$ cat src/rtl/seven_seg_capture.sv
// Receive side of a multiplexed 7-segment display: synchronizes an/seg and rebuilds
// the four displayed hex digits, debounced over several scans, with illegal-pattern flagging.

module seven_seg_capture_digit #(
    parameter int STABLE_SCANS = 2
) (
    input  logic       clock,
    input  logic       reset,
    input  logic       cap_en,
    input  logic       cap_ok,
    input  logic       cap_blank,
    input  logic [3:0] cap_nib,
    output logic [3:0] nib,
    output logic       blank,
    output logic       valid,
    output logic       chg
);
    localparam int MW = $clog2(STABLE_SCANS + 1);

    logic [MW-1:0] mcnt, next_cnt;
    logic          cand_blank, same;
    logic [3:0]    cand_nib, conf_nib;

    always_comb begin
        same     = (mcnt != '0) && (cand_blank == cap_blank) && (cand_nib == cap_nib);
        next_cnt = MW'(1);
        if (same) next_cnt = (mcnt == MW'(STABLE_SCANS)) ? mcnt : mcnt + MW'(1);
        conf_nib = cap_blank ? 4'h0 : cap_nib;
    end

    always_ff @(posedge clock or negedge reset) begin
        if (!reset) begin
            mcnt       <= '0;
            cand_blank <= 1'b0;
            cand_nib   <= 4'h0;
            nib        <= 4'h0;
            blank      <= 1'b0;
            valid      <= 1'b0;
            chg        <= 1'b0;
        end else begin
            chg <= 1'b0;
            if (cap_en) begin
                if (!cap_ok) begin
                    // illegal capture only breaks the match streak
                    mcnt <= '0;
                end else begin
                    cand_blank <= cap_blank;
                    cand_nib   <= cap_nib;
                    mcnt       <= next_cnt;
                    if (next_cnt == MW'(STABLE_SCANS)) begin
                        nib   <= conf_nib;
                        blank <= cap_blank;
                        valid <= 1'b1;
                        chg   <= !valid || (nib != conf_nib) || (blank != cap_blank);
                    end
                end
            end
        end
    end
endmodule

module seven_seg_capture #(
    parameter int SETTLE_CYCLES  = 4,
    parameter int STABLE_SCANS   = 2,
    parameter int TIMEOUT_CYCLES = 2**20
) (
    input  logic        clock,
    input  logic        reset,
    input  logic [3:0]  an,
    input  logic [6:0]  seg,
    output logic [15:0] value,
    output logic [3:0]  digit_valid,
    output logic        all_valid,
    output logic [3:0]  blank,
    output logic        pattern_err,
    output logic        update,
    output logic        scan_active
);
    localparam int SW = $clog2(SETTLE_CYCLES + 1);
    localparam int TW = $clog2(TIMEOUT_CYCLES + 1);

    typedef enum logic [1:0] {IDLE, SETTLE, CAPTURED} state_t;

    logic [3:0]      an_s1, an_s2, cur_an;
    logic [6:0]      seg_s1, seg_s2;
    logic            an_legal, capture;
    logic [1:0]      cur_idx;
    logic [5:0]      dec;
    logic [SW-1:0]   cnt;
    logic [TW-1:0]   to_cnt;
    logic [3:0]      chg;
    logic [3:0][3:0] nibs;
    state_t          state;

    always_ff @(posedge clock or negedge reset) begin
        if (!reset) begin
            an_s1  <= 4'h0;
            an_s2  <= 4'h0;
            seg_s1 <= 7'h0;
            seg_s2 <= 7'h0;
        end else begin
            an_s1  <= an;
            an_s2  <= an_s1;
            seg_s1 <= seg;
            seg_s2 <= seg_s1;
        end
    end

    always_comb begin
        an_legal = 1'b1;
        cur_idx  = 2'd0;
        case (an_s2)
            4'b1110, 4'b1101, 4'b1011, 4'b0111: an_legal = 1'b1;
            default:                            an_legal = 1'b0;
        endcase
        case (cur_an)
            4'b1101: cur_idx = 2'd1;
            4'b1011: cur_idx = 2'd2;
            4'b0111: cur_idx = 2'd3;
            default: cur_idx = 2'd0;
        endcase
    end

    // an anode change on the completing cycle takes priority over the capture
    assign capture = (state == SETTLE) && an_legal && (an_s2 == cur_an) &&
                     (cnt == SW'(SETTLE_CYCLES));

    always_ff @(posedge clock or negedge reset) begin
        if (!reset) begin
            state  <= IDLE;
            cur_an <= 4'hF;
            cnt    <= '0;
        end else begin
            case (state)
                IDLE: if (an_legal) begin
                    cur_an <= an_s2;
                    cnt    <= SW'(1);
                    state  <= SETTLE;
                end
                SETTLE: begin
                    if (!an_legal) state <= IDLE;
                    else if (an_s2 != cur_an) begin
                        cur_an <= an_s2;
                        cnt    <= SW'(1);
                    end else if (cnt == SW'(SETTLE_CYCLES)) state <= CAPTURED;
                    else cnt <= cnt + SW'(1);
                end
                CAPTURED: begin
                    if (!an_legal) state <= IDLE;
                    else if (an_s2 != cur_an) begin
                        cur_an <= an_s2;
                        cnt    <= SW'(1);
                        state  <= SETTLE;
                    end
                end
                default: state <= IDLE;
            endcase
        end
    end

    // active-low pattern -> {legal, blank, nibble}
    always_comb begin
        case (seg_s2)
            7'h40: dec = 6'b10_0000;  7'h79: dec = 6'b10_0001;
            7'h24: dec = 6'b10_0010;  7'h30: dec = 6'b10_0011;
            7'h19: dec = 6'b10_0100;  7'h12: dec = 6'b10_0101;
            7'h02: dec = 6'b10_0110;  7'h78: dec = 6'b10_0111;
            7'h00: dec = 6'b10_1000;  7'h10: dec = 6'b10_1001;
            7'h08: dec = 6'b10_1010;  7'h03: dec = 6'b10_1011;
            7'h46: dec = 6'b10_1100;  7'h21: dec = 6'b10_1101;
            7'h06: dec = 6'b10_1110;  7'h0E: dec = 6'b10_1111;
            7'h7F: dec = 6'b11_0000;
            default: dec = 6'b00_0000;
        endcase
    end

    for (genvar i = 0; i < 4; i++) begin : g_digit
        seven_seg_capture_digit #(.STABLE_SCANS(STABLE_SCANS)) u_digit (
            .clock     (clock),
            .reset     (reset),
            .cap_en    (capture && (cur_idx == 2'(i))),
            .cap_ok    (dec[5]),
            .cap_blank (dec[4]),
            .cap_nib   (dec[3:0]),
            .nib       (nibs[i]),
            .blank     (blank[i]),
            .valid     (digit_valid[i]),
            .chg       (chg[i])
        );
    end

    assign value     = nibs;
    assign all_valid = &digit_valid;
    assign update    = |chg;

    always_ff @(posedge clock or negedge reset) begin
        if (!reset) begin
            pattern_err <= 1'b0;
            scan_active <= 1'b0;
            to_cnt      <= '0;
        end else begin
            if (capture && !dec[5]) pattern_err <= 1'b1;
            if (capture) begin
                to_cnt      <= TW'(TIMEOUT_CYCLES);
                scan_active <= 1'b1;
            end else if (to_cnt != '0) begin
                to_cnt <= to_cnt - TW'(1);
                if (to_cnt == TW'(1)) scan_active <= 1'b0;
            end
        end
    end
endmodule

$ cat config.mk
export PLATFORM = sky130hd
export DESIGN_NAME = seven_seg_capture
export DESIGN_NICKNAME = d
export VERILOG_FILES = /design/src/rtl/seven_seg_capture.sv
export SDC_FILE = /design/constraint.sdc
export NUM_CORES = 1
export LEC_CHECK = 0
export BUFFER_PORTS_ARGS = -buffer_cell sky130_fd_sc_hd__buf_2
export CAP_MARGIN = 0
export CORE_MARGIN = 5
export CORE_UTILIZATION = 44
export CTS_BUF_LIST = sky130_fd_sc_hd__clkbuf_8
export DETAILED_ROUTE_END_ITERATION = 7
export SYNTH_ARGS = -nofsm -noshare
export SYNTH_HDL_FRONTEND = slang
export SYNTH_HIERARCHICAL = 1
export SYNTH_SLANG_ARGS = --single-unit
$ cat constraint.sdc
create_clock -name clock -period 7.6 [get_ports clock]
set_clock_uncertainty 0.2 [all_clocks]
set_input_delay 0.76 -clock clock [delete_from_list [all_inputs] [get_ports clock]]
set_output_delay 0.76 -clock clock [all_outputs]
set_load 0.03 [all_outputs]
-- Yosys cells after proc, flatten, opt, wreduce, memory -nomap -nowiden
Index checks and enable logic that the tools add are counted.
- flip-flop bits (word level): 110
- equal/unequal tests: 66
- reductions and logical operators: 57
- add/subtract/negate cells: 6
- mux-type cells: 51
- operators with widths (cell ; count):
    one-hot mux 6 bit (17 select lines) ; 1
    2-to-1 mux 21 bit ; 2
    2-to-1 mux 2 bit ; 18
    == test 7 bit, second input constant ; 5
    == test 2 bit, second input constant ; 11
    == test 21 x 1 -> 1 bit, second input constant ; 1
    == test 7 x 5 -> 1 bit, second input constant ; 3
    == test 7 x 6 -> 1 bit, second input constant ; 3
    nonzero test 21 bit ; 1
    subtractor 21 x 1 -> 21 bit, second input constant ; 1
    == test 4 bit ; 5
    == test 4 bit, second input constant ; 5
    inequality test 4 bit ; 5
    2-to-1 mux 3 bit ; 6
    logical AND 1 bit ; 16
    2-to-1 mux 1 bit ; 16
    2-to-1 mux 4 bit ; 4
    == test 7 x 2 -> 1 bit, second input constant ; 2
    == test 7 x 4 -> 1 bit, second input constant ; 2
    nonzero test 2 bit ; 7
    one-hot mux 2 bit (3 select lines) ; 2
    AND reduction 3 bit ; 4
    AND reduction 4 bit ; 3
    AND reduction 2 bit ; 5
    other kinds (22) ; 52

-- Logic depth before layout (Yosys ltp)
- depth after elaboration: 10
- mapped depth: 11

-- Cells and area by module
The synthesis kept the hierarchy.
- by module, submodules not included (module ; area each (µm²) ; times used ; cells each ; seq. area each (µm²)):
    seven_seg_capture ; 2846.5 ; 1 ; 293 ; 1356.3
    seven_seg_capture_digit at g_digit[0].u_digit ... ; 734.5 ; 2 ; 66 ; 350.3
    seven_seg_capture_digit at g_digit[1].u_digit ... ; 716.9 ; 2 ; 64 ; 350.3

-- Least setup slack after synthesis
No wires, ideal clock.
- path type: reg2reg
- from: register seg_s2[1]
- to: register g_digit[0].u_digit.blank
- path buffers: 1
- setup slack: 3.879 ns
- data arrival time: 3.397 ns
- required time: 7.275 ns
- cell stages (with the launch flop): 11
- path through: dfrtp_1 clkbuf_1 nor2_1 nand2_1 a21oi_1 a21oi_1 o41ai_1 xor2_1 nor4b_2 nand3_2 mux2_2
- elaborated cells on any way between the ends: 25
- those cells by class: eq/ne: 19; mux: 2; reduce/logical: 4
- RTL lines (item ; line ; source):
    from (decl) ; 85 ; logic [6:0] seg_s1, seg_s2;
    from (signal assigned) ; 105 ; seg_s2 <= seg_s1;
    == test 7 bit, or another cell as far along ; 163 ; case (seg_s2)
    one-hot mux 6 bit (17 select lines) * ; 163 ;
    via dec[1] ; 88 ; logic [5:0] dec;
    == test 4 bit * ; 25 ; same = (mcnt != '0) && (cand_blank == cap_blank) && (cand_nib == cap_nib);
    logical AND 1 bit * ; 25 ;
    2-to-1 mux 2 bit * ; 27 ; if (same) next_cnt = (mcnt == MW'(STABLE_SCANS)) ? mcnt : mcnt + MW'(1);
    == test 2 bit * ; 50 ; if (next_cnt == MW'(STABLE_SCANS)) begin
    AND reduction 3 bit (no line) * ; - ;
    to (signal assigned) ; 52 ; blank <= cap_blank;
    to (decl) ; 14 ; output logic blank,
Mark *: on every way through the listed nets, which the timed path passes. The rest lies on a longest branch.
A chain may end at the register's enable or synchronous reset.

-- Worst setup path in the final report
- from: register an_s2[3]
- to: register g_digit[2].u_digit.nib[0]
- cells in the longest elaborated chain, start to end: 8
- elaborated cells on any way between the ends: 12
- those cells by class: eq/ne: 5; mux: 1; reduce/logical: 6
- RTL lines (item ; line ; source):
    from (decl) ; 84 ; logic [3:0] an_s1, an_s2, cur_an;
    from (signal assigned) ; 103 ; an_s2 <= an_s1;
    == test 4 bit or == test 4 x 3 -> 1 bit (tied branches) ; 112 ; case (an_s2)
    OR reduction 4 bit ; 112 ;
    2-to-1 mux 1 bit ; 112 ;
    logical AND 1 bit ; 125 ; assign capture = (state == SETTLE) && an_legal && (an_s2 == cur_an) &&
    logical AND 1 bit * (2 in series) ; 125 ;
    logical AND 1 bit * ; 181 ; .cap_en (capture && (cur_idx == 2'(i))),
    AND reduction 3 bit (no line) * ; - ;
    to (signal assigned) ; 51 ; nib <= conf_nib;
    to (decl) ; 13 ; output logic [3:0] nib,
Every way passes the cells marked *; elsewhere a longest branch is shown, timed or not.

==> results.py <==
metrics = {
    "outcome": {
        "status": "finished, final reports clean",
    },
    "setup_path": {
        "crit_type": "flip-flop to flip-flop",
        "cp_max_fo": 22,
        "worst_setup_path_end_kind": "flip-flop",
        "cp.arrival_ns": 4.16,
        "rr_startpoint": "an_s2[3]",
        "startpoint": "an_s2[3]",
        "required_ns": 7.66,
        "crit_path_start_kind": "flip-flop",
    },
    "cts": {
        "clockBufferDepth": 2,
        "cts_resized": 0,
        "post_cts_buffers": 0,
        "cts_tree": "yes",
        "htree_levels": 3,
        "cts_buffers": 9,
        "clkSinkCount": 110,
        "clkLatencyLatePin_ns": 0.38,
        "cts_hold_repair.buffers": 0,
        "root_buffer": "clkbuf_8",
        "path_clk_slew_ns": 0.09,
    },
    "global_routing": {
        "grt-ovfl-total": 0,
        "grt_first_pass_wirelength_um": 20310,
        "grt_max_degree": 68,
        "grt_pass1_vias": 4160,
        "grt_antenna_before_repair": 0,
        "grtUsageTotal": 0.1567,
    },
    "routing": {
        "vias": 4060,
        "top_layer": "met4",
        "wl_met3_um": 357,
        "detail_route.wl_per_cell_um": 15.00,
        "dr.pass1.iters": 4,
        "wl_um": 11510,
        "routed_via_density": 5.293,
        "drt-initial-drc-count": 307,
        "wl_met2_um": 5695,
        "ant_nets": 0,
        "drc": 0,
        "routedLengthMet1_um": 5357,
    },
    "flow_run": {
        "drv_cap": 0,
    },
    "yosys": {
        "netlist.top_cell.by_area": "dfrtp_1",
        "synth_edf_count": 0,
        "syn_inst": 553,
        "synthTopCellsByArea": "dfrtp_1 (46%), mux2_2 (8.0%), xor2_1 (5.8%), ha_1 (2.8%), nor2_1 (2.8%)",
        "synth_seq_area_share": 0.4797,
        "syn-mean-instance-area_um2": 10.40,
        "synth_flop_cell": "dfrtp_1",
        "ys_types": 59,
        "synth.cell_area_mm2": 0.005749,
        "synth_fp_nets": 579,
        "netlist.area_leader.share": 0.4614,
        "synth_seq_cells": 110,
        "synth_warnings": 6,
        "async_flop_share": 1.000,
    },
    "sta": {
        "rsz0062_at_grt": "false",
        "fmax_mhz": 243.9,
        "setup_viol": 0,
        "finalHoldViolations": 0,
        "tightest_slew_ns": 1.171,
        "fin_crit_ns": 4.100,
        "finalCritPeriodShare": 0.5394,
        "finalMaxSlewViolations": 0,
        "finalSetupTns_ns": 0,
        "holdWs_ns": 0.1545,
        "relSlewSlack": 0.2125,
    },
    "floorplan": {
        "core_mm2": 0.01272,
        "start_util": 0.4519,
        "die_w_um": 124.3,
        "die_y_um": 124.3,
        "dieArea_mm2": 0.01545,
        "ioPinCount": 41,
        "rows": 41,
    },
    "final_layout": {
        "num_antenna_cells": 0,
        "synthToLayoutAreaGrowth_pct": 9.837,
        "layout-drive-gt1-share": 0.2134,
        "instances_no_fill": 767,
        "final_cell_mix": "dfrtp_1 (106), nor2_1 (43), mux2_2 (41)",
        "num-nets-final": 618,
        "final_common_cell": "dfrtp_1",
    },
    "worst_hold_path": {
        "min-delay-start": "seg_s1[4]",
        "hp-class": "flip-flop to flip-flop",
    },
    "pwr": {
        "irDropWorstVdd_v": 0.0001145,
        "p_leak_nw": 3.166,
        "powerDensity_mw_per_mm2": 185.2,
    },
    "placement": {
        "place_congestion": 0.8178,
        "place_inst": 753,
        "portBuffers": 40,
        "dp_hpwl_um": 7935,
    },
}
area by class of cell:
cell class,instances,area [µm²]
Clock buffer,10,137.6
Clock inverter,4,56.30
Fill cell,1226,6407
Inverter,23,86.33
Multi-Input combinational cell,402,2814
Sequential cell,110,2758
Tap cell,172,215.2
Timing Repair Buffer,46,247.7
through the flow:
stage	area (µm²)	total power [mW]	setup slack, ns	utilization
after CTS	6315	1.190	3.470	0.4964
after floorplan	5749	0.7742	3.879	-
after global routing	6315	1.236	3.103	0.4964
after global placement	6121	0.8182	3.597	0.4811
final	6315	1.169	3.500	0.4964
after detailed placement	6121	0.8262	3.491	0.4811
cell usage after synthesis (13+ instances only):
cell type and number:
ha_1 13, nor3_1 15, inv_1 23, dfrtp_1 106, mux2_2 41, nor2_1 43, nor2b_1 15, a21oi_1 20
o21ai_0 30, nand3_1 15, xor2_1 38, nand2_1 30
worst paths after layout:
path	slack (ns)	cells past startpoint	endpoint
min in group asynchronous	0.17	1	cnt[2]
max in group asynchronous	5.77	2	to_cnt[2]
max reg2reg	3.50	9	g_digit[2].u_digit/nib[0]
min reg2reg	0.15	0	seg_s2[4]
max	3.50	9	g_digit[2].u_digit/nib[0]
min	0.15	0	seg_s2[4]
layer usage:
layer	track usage	up-vias
met5	0	-
met2	0.2649	41
met3	0.04031	7
li1	-	2034
met4	0.03159	0
met1	0.2041	1978
power breakdown:
group          total [mW]  switching, mW  internal (mW)
Sequential          0.650         0.0329          0.617
Combinational       0.164         0.0950         0.0693
Clock               0.356          0.195          0.161
Total                1.17          0.323          0.847
kinds of logic (layout without fill, tap and decap cells):
family                   Yosys count  in the layout  synth area share
flip-flops                       110            110            0.4797
buffers and inverters             41             83           0.03308
multiplexers                      43             43           0.08379
adder cells (fa/ha/maj)           13             13           0.02829
AO/OA/AOI/OAI                    102            102            0.1106
AND/OR/NAND/NOR                  203            203            0.2022
XOR/XNOR                          41             41           0.06246
flip-flops by register name, summed over array words and instances, names as in the netlist:
| signal | count |
|---|---|
| g_digit.u_digit/cand_nib | 16 |
| g_digit.u_digit/chg | 4 |
| state | 2 |
| g_digit.u_digit/valid | 4 |
| g_digit.u_digit/nib | 16 |
| to_cnt | 21 |
| g_digit.u_digit/cand_blank | 4 |
| cur_an | 4 |
| g_digit.u_digit/blank | 4 |
| g_digit.u_digit/mcnt | 8 |
| seg_s2 | 7 |
| scan_active | 1 |
| pattern_err | 1 |
| an_s1 | 4 |
| seg_s1 | 7 |
| cnt | 3 |
| an_s2 | 4 |
critical path, cell delays in order, from the launching register on:
cell and delay (ns):
dfrtp_1 0.44, xnor2_1 0.15, o211ai_1 0.57, and3_1 0.83, nand3_1 0.20, nor3b_1 0.52, nand2_2 0.23, nor4b_2 0.31
nand3_2 0.21, mux2_2 0.32
Power figures use the tool's default switching activity.
